**config.mk**
```make
export PLATFORM = sky130hd
export DESIGN_NAME = mem_scan_reader
export DESIGN_NICKNAME = d
export VERILOG_FILES = /design/src/rtl/mem_scan_pkg.sv /design/src/rtl/out_hold_reg.sv /design/src/rtl/mem_scan_reader.sv
export SDC_FILE = /design/constraint.sdc
export NUM_CORES = 1
export LEC_CHECK = 0
export ABC_AREA = 1
export CAP_MARGIN = 30
export CORE_MARGIN = 5
export CORE_UTILIZATION = 45
export DETAILED_ROUTE_END_ITERATION = 7
export PLACE_DENSITY_LB_ADDON = 0.12
export SYNTH_ARGS = -nofsm -noshare
export SYNTH_HDL_FRONTEND = slang
export SYNTH_SLANG_ARGS = --single-unit
```
**constraint.sdc**
```tcl
create_clock -name clk_2 -period 2.99 [get_ports clk_2]
set_input_delay 0.299 -clock clk_2 [delete_from_list [all_inputs] [get_ports clk_2]]
set_output_delay 0.299 -clock clk_2 [all_outputs]
set_load 0.005 [all_outputs]
```
**src/rtl/mem_scan_pkg.sv**
```systemverilog
// Shared types and constants for the RAM scan reader: FSM state encoding,
// default geometry and the scanned word count.
package mem_scan_pkg;

  localparam int unsigned DEF_ADDR_WIDTH = 2;
  localparam int unsigned DEF_DATA_WIDTH = 4;

  function automatic int unsigned word_count(input int unsigned addr_width);
    return 32'd1 << addr_width;
  endfunction

  localparam int unsigned DEF_WORD_COUNT = word_count(DEF_ADDR_WIDTH);

  typedef enum logic [2:0] {
    IDLE,
    REQ,
    WAIT,
    SEND,
    DONE
  } state_e;

endpackage

```
**src/rtl/out_hold_reg.sv**
```systemverilog
// Output holding register for the scan reader: captures one word and its
// address on load and holds both until the next load.
module out_hold_reg #(
  parameter int unsigned DATA_WIDTH = 4,
  parameter int unsigned ADDR_WIDTH = 2
) (
  input  logic                  clk_2,
  input  logic                  rst_n,
  input  logic                  load_i,
  input  logic [DATA_WIDTH-1:0] data_i,
  input  logic [ADDR_WIDTH-1:0] addr_i,
  output logic [DATA_WIDTH-1:0] data_o,
  output logic [ADDR_WIDTH-1:0] addr_o
);

  logic [DATA_WIDTH-1:0] data_q;
  logic [ADDR_WIDTH-1:0] addr_q;

  // NOTE: this register is reset (not left as uninitialised storage) because
  // the display path must see out_data/out_addr = 0 right after reset; state
  // updates use <= so every flop samples pre-edge values.
  always_ff @(posedge clk_2 or negedge rst_n) begin
    if (!rst_n) begin
      data_q <= '0;
      addr_q <= '0;
    end else if (load_i) begin
      data_q <= data_i;
      addr_q <= addr_i;
    end
  end

  assign data_o = data_q;
  assign addr_o = addr_q;

endmodule

```
**src/rtl/mem_scan_reader.sv**
```systemverilog
// Sequential RAM reader: on start, reads every address once and offers each
// word on a valid/ready port. Optional checksum: MEM_SCAN_READER_CHECKSUM_EN.
module mem_scan_reader
  import mem_scan_pkg::*;
#(
  parameter int unsigned ADDR_WIDTH = DEF_ADDR_WIDTH,
  parameter int unsigned DATA_WIDTH = DEF_DATA_WIDTH
) (
  input  logic                  clk_2,
  input  logic                  rst_n,
  input  logic                  start,
  output logic                  rd_en,
  output logic [ADDR_WIDTH-1:0] rd_addr,
  input  logic [DATA_WIDTH-1:0] rd_data,
  output logic                  out_valid,
  input  logic                  out_ready,
  output logic [DATA_WIDTH-1:0] out_data,
  output logic [ADDR_WIDTH-1:0] out_addr,
  output logic                  busy,
  output logic                  done,
  output logic [DATA_WIDTH-1:0] checksum
);

  localparam logic [ADDR_WIDTH-1:0] LAST_ADDR = ADDR_WIDTH'(word_count(ADDR_WIDTH) - 1);

  state_e                state_q, state_d;
  logic [ADDR_WIDTH-1:0] cnt_q, cnt_d;
  logic                  rd_en_q, valid_q, busy_q, done_q;
  logic                  start_acc;
  logic                  xfer;
  logic                  load;

  assign start_acc = (state_q == IDLE) && start;
  assign xfer      = (state_q == SEND) && out_ready;

  // NOTE: every signal driven here gets a default first, so no path through
  // the case leaves one unassigned and no latch is inferred.
  always_comb begin
    state_d = state_q;
    cnt_d   = cnt_q;
    load    = 1'b0;
    unique case (state_q)
      IDLE: begin
        if (start_acc) begin
          cnt_d   = '0;
          state_d = REQ;
        end
      end
      REQ:  state_d = WAIT;
      WAIT: begin
        load    = 1'b1;
        state_d = SEND;
      end
      SEND: begin
        if (xfer) begin
          if (cnt_q == LAST_ADDR) begin
            state_d = DONE;
          end else begin
            cnt_d   = cnt_q + ADDR_WIDTH'(1);
            state_d = REQ;
          end
        end
      end
      DONE:    state_d = IDLE;
      default: state_d = IDLE;
    endcase
  end

  // Control outputs are decoded from the next state so they leave flops
  // aligned with the state they describe.
  always_ff @(posedge clk_2 or negedge rst_n) begin
    if (!rst_n) begin
      state_q <= IDLE;
      cnt_q   <= '0;
      rd_en_q <= 1'b0;
      valid_q <= 1'b0;
      busy_q  <= 1'b0;
      done_q  <= 1'b0;
    end else begin
      state_q <= state_d;
      cnt_q   <= cnt_d;
      rd_en_q <= (state_d == REQ);
      valid_q <= (state_d == SEND);
      busy_q  <= (state_d != IDLE);
      done_q  <= (state_d == DONE);
    end
  end

  out_hold_reg #(
    .DATA_WIDTH(DATA_WIDTH),
    .ADDR_WIDTH(ADDR_WIDTH)
  ) u_out_hold_reg (
    .clk_2  (clk_2),
    .rst_n  (rst_n),
    .load_i (load),
    .data_i (rd_data),
    .addr_i (cnt_q),
    .data_o (out_data),
    .addr_o (out_addr)
  );

`ifdef MEM_SCAN_READER_CHECKSUM_EN
  logic [DATA_WIDTH-1:0] csum_q, csum_d;

  always_comb begin
    csum_d = csum_q;
    if (start_acc) begin
      csum_d = '0;
    end else if (xfer) begin
      csum_d = csum_q ^ out_data;
    end
  end

  always_ff @(posedge clk_2 or negedge rst_n) begin
    if (!rst_n) begin
      csum_q <= '0;
    end else begin
      csum_q <= csum_d;
    end
  end

  assign checksum = csum_q;
`else
  assign checksum = '0;
`endif

  assign rd_en     = rd_en_q;
  assign rd_addr   = cnt_q;
  assign out_valid = valid_q;
  assign busy      = busy_q;
  assign done      = done_q;

endmodule

```
==> results_dict.tcl <==
set metrics [dict create \
    status "finished, final reports clean" \
    crit_arrival_ns 1.22 \
    antenna_found_initial 0 \
    worst_setup_path_start_kind "register" \
    r2r_start "state_q[1]" \
    start_util 0.464 \
    grt_pass1_wl_microns 2240 \
    synthCells 75 \
    finalInstanceArea_sq_um 890 \
    yosys.area_share.adder 0.0183 \
    synth_warnings 0 \
    dp.cells 108 \
    totalNegativeSetupSlack_ns 0 \
    rr_endpoint "rd_addr[0]" \
    fin_util 0.605 \
    numCtsBuffers 3 \
    io_buffers 19 \
    crit_path_end "rd_addr[1]" \
    routed_wl_microns 1250 \
    die_area_sq_um 2400 \
    fin_cells 112 \
    crit_type "register to primary output" \
    synthMuxAreaShare 0 \
    finalCritPeriodShare 0.509 \
    syn-cell-area_sq_um 683 \
    drt_iter0_markers 11 \
    slowest_stage "clkdlybuf4s50_1" \
    pwr-share-seq 0.420 \
    htree_levels 1 \
    first_pass_iters 4 \
    p_total_mw 0.837 \
    p_switching_mw 0.306 \
    fmax_ghz 0.657 \
    startpoint "rd_addr[1]" \
    grt_usage 0.121 \
    synth_compound_area_frac 0.00733 \
    rrSetupSlack_ns 1.82 \
    yosysTopAreaCell "dfrtp_1" \
    placeableCoreArea_sq_um 1470 \
    hold_slack_ns 0.422 \
    cts-root-buf "clkbuf_4" \
    synth_seq_cells 15 \
    rsz0062_at_grt "no" \
    worst_r2r_path_depth 7 \
    slew_violations 0 \
    die_w_microns 49.0 \
    ir_drop_mv 0.433 \
    avgSynthCellArea_sq_um 9.11 \
    syn_to_final_growth_pct 30.2 \
    dpl.hpwl_microns 942 \
    hold_path.class "primary input to asynchronous set/reset pin" \
    synth_top_area_frac 0.549 \
    post_drt_wl_per_cell_microns 11.2 \
    viasPerCell 4.57 \
    num_rows 14 \
    setup_ws_ns 1.47 \
    p_int_mw 0.532 \
    drive_gt1_frac 0.135 \
    via_count 512 \
    clockBufferDepth 2 \
    swShare 0.365 \
    crit_path_end_kind "primary output" \
    nets 106 \
    synth_xor_area_frac 0 \
    cts_sinks 15 \
    dpl_cell_area_sq_um 863 \
    post-place-ws_ns 1.71 \
    post-route-drc-count 0 \
    post-route-min-period_ns 1.52 \
    io_pins 24 \
    gp_congestion 0.804 \
    synthDistinctLibCells 16 \
    maxSlewHeadroom 0.538 \
    critical_path_depth 1 \
    antenna_left 0 \
    clockPowerShare 0.137 \
    required_ns 2.69 \
    cpLargestDelayFamily "buffers and inverters" \
    cts_tree "yes" \
    grt_pass1_vias 498 \
    postCtsSetupRepairBufs 0 \
    n_antenna_cell 0 \
    grt_max_degree 16 \
    worstPathMaxFanout 4 \
    cts_hold_repair.buffers 0 \
    cts.repair.resized 0 \
    p_per_area_nw_per_um2 941 \
    final_hold_viol_count 0 \
    max_stage_delay_ns 0.52 \
    synth_area_leaders "dfrtp_1 55%, nand2_1 13%, inv_1 5.5%" \
    leakagePower_nw 0.470 \
    synth_top_family_by_area "simple AND/OR/NAND/NOR gates" \
    ys_seq_area_frac 0.549 \
    maxCapViolCount 0 \
    die_h_microns 49.0 \
    comb_power_share 0.444 \
    finalClockSkew_ns 0.00644 \
    crit_chain "clkdlybuf4s50_1" \
    finalSetupViolCount 0 \
    clkLatencyLatePin_ns 0.29 \
    synthSimpleGateAreaFrac 0.304 \
    tightest_slew_ns 0.691 \
    path_buf_inv 1 \
    grt_overflow 0 \
    cts.clk_slew.worst_paths_ns 0.08 \
]
## kinds of logic (layout without fill, tap and decap cells)
group | count (synthesis) | count (layout)
adders and majority gates | 1 | 1
DFF | 15 | 15
buffers and inverters | 15 | 33
AOI/OAI and AO/OA | 1 | 1
and+or+nand+nor | 42 | 42
other | 1 | 4
## registers in the layout, indices dropped and copies added, names as in the netlist
register,flops
out_valid,1
rd_addr,2
rd_en,1
busy,1
u_out_hold_reg.data_o,4
state_q,3
u_out_hold_reg.addr_o,2
done,1
## layout make-up
type | instances | area (sq um)
sequential | 15 | 375
tap | 16 | 20.0
inverter | 10 | 37.5
timing repair buffer | 19 | 190
multi-input combinational | 48 | 240
fill | 140 | 582
clock buffer | 4 | 26.3
## placed cells by master, fill, tap and decap left out
cell,count
nor2_2,2
nand2_1,23
nor2_1,3
clkbuf_1,1
clkbuf_4,3
dfrtp_1,15
nand2_4,1
clkdlybuf4s50_1,19
nand3_2,1
nor3_2,1
nand3_1,6
nor2_4,1
inv_1,10
ha_1,1
conb_1,4
o21ai_0,1
nand2_2,4
## synthesized netlist by cell type, drive strengths merged
master and n:
buf 5, nor2 6, conb 1, dfrtp 15
ha 1, o21ai 1, nand3 7, inv 10
nor3 1, nand2 28
## power by group through the flow
| stage | sequential (mW) | combinational [mW] | clock, mW |
|---|---|---|---|
| 6_report | 0.351 | 0.371 | 0.114 |
| 5_1_grt | 0.365 | 0.423 | 0.133 |
| 4_1_cts | 0.354 | 0.381 | 0.118 |
| 3_5_place_dp | 0.358 | 0.379 | 0 |
| 3_3_place_gp | 0.354 | 0.372 | 0 |
| 2_1_floorplan | 0.342 | 0.219 | 0 |
## metal layers
metal / share of wire / track usage / wire (microns) / vias up
met4: 0.028 / 0.0942 / 35 / 0
li1: - / - / - / 258
met2: 0.44 / 0.174 / 551 / 18
met3: 0.088 / 0.0306 / 110 / 3
met1: 0.44 / 0.152 / 555 / 233
met5: 0 / 0 / 0 / -
## worst min-delay path by stage
stage / startpoint / to / slack [ns]
floorplan: rst_n / busy / 0.003
global placement: u_out_hold_reg.data_o[1] / u_out_hold_reg.data_o[1] / 0.45
detailed placement: u_out_hold_reg.data_o[0] / u_out_hold_reg.data_o[0] / 0.46
CTS: rst_n / rd_addr[1] / 0.44
global route: rst_n / u_out_hold_reg.data_o[0] / 0.46
finish: rst_n / u_out_hold_reg.data_o[0] / 0.42
(Power assumes the default switching activity.)
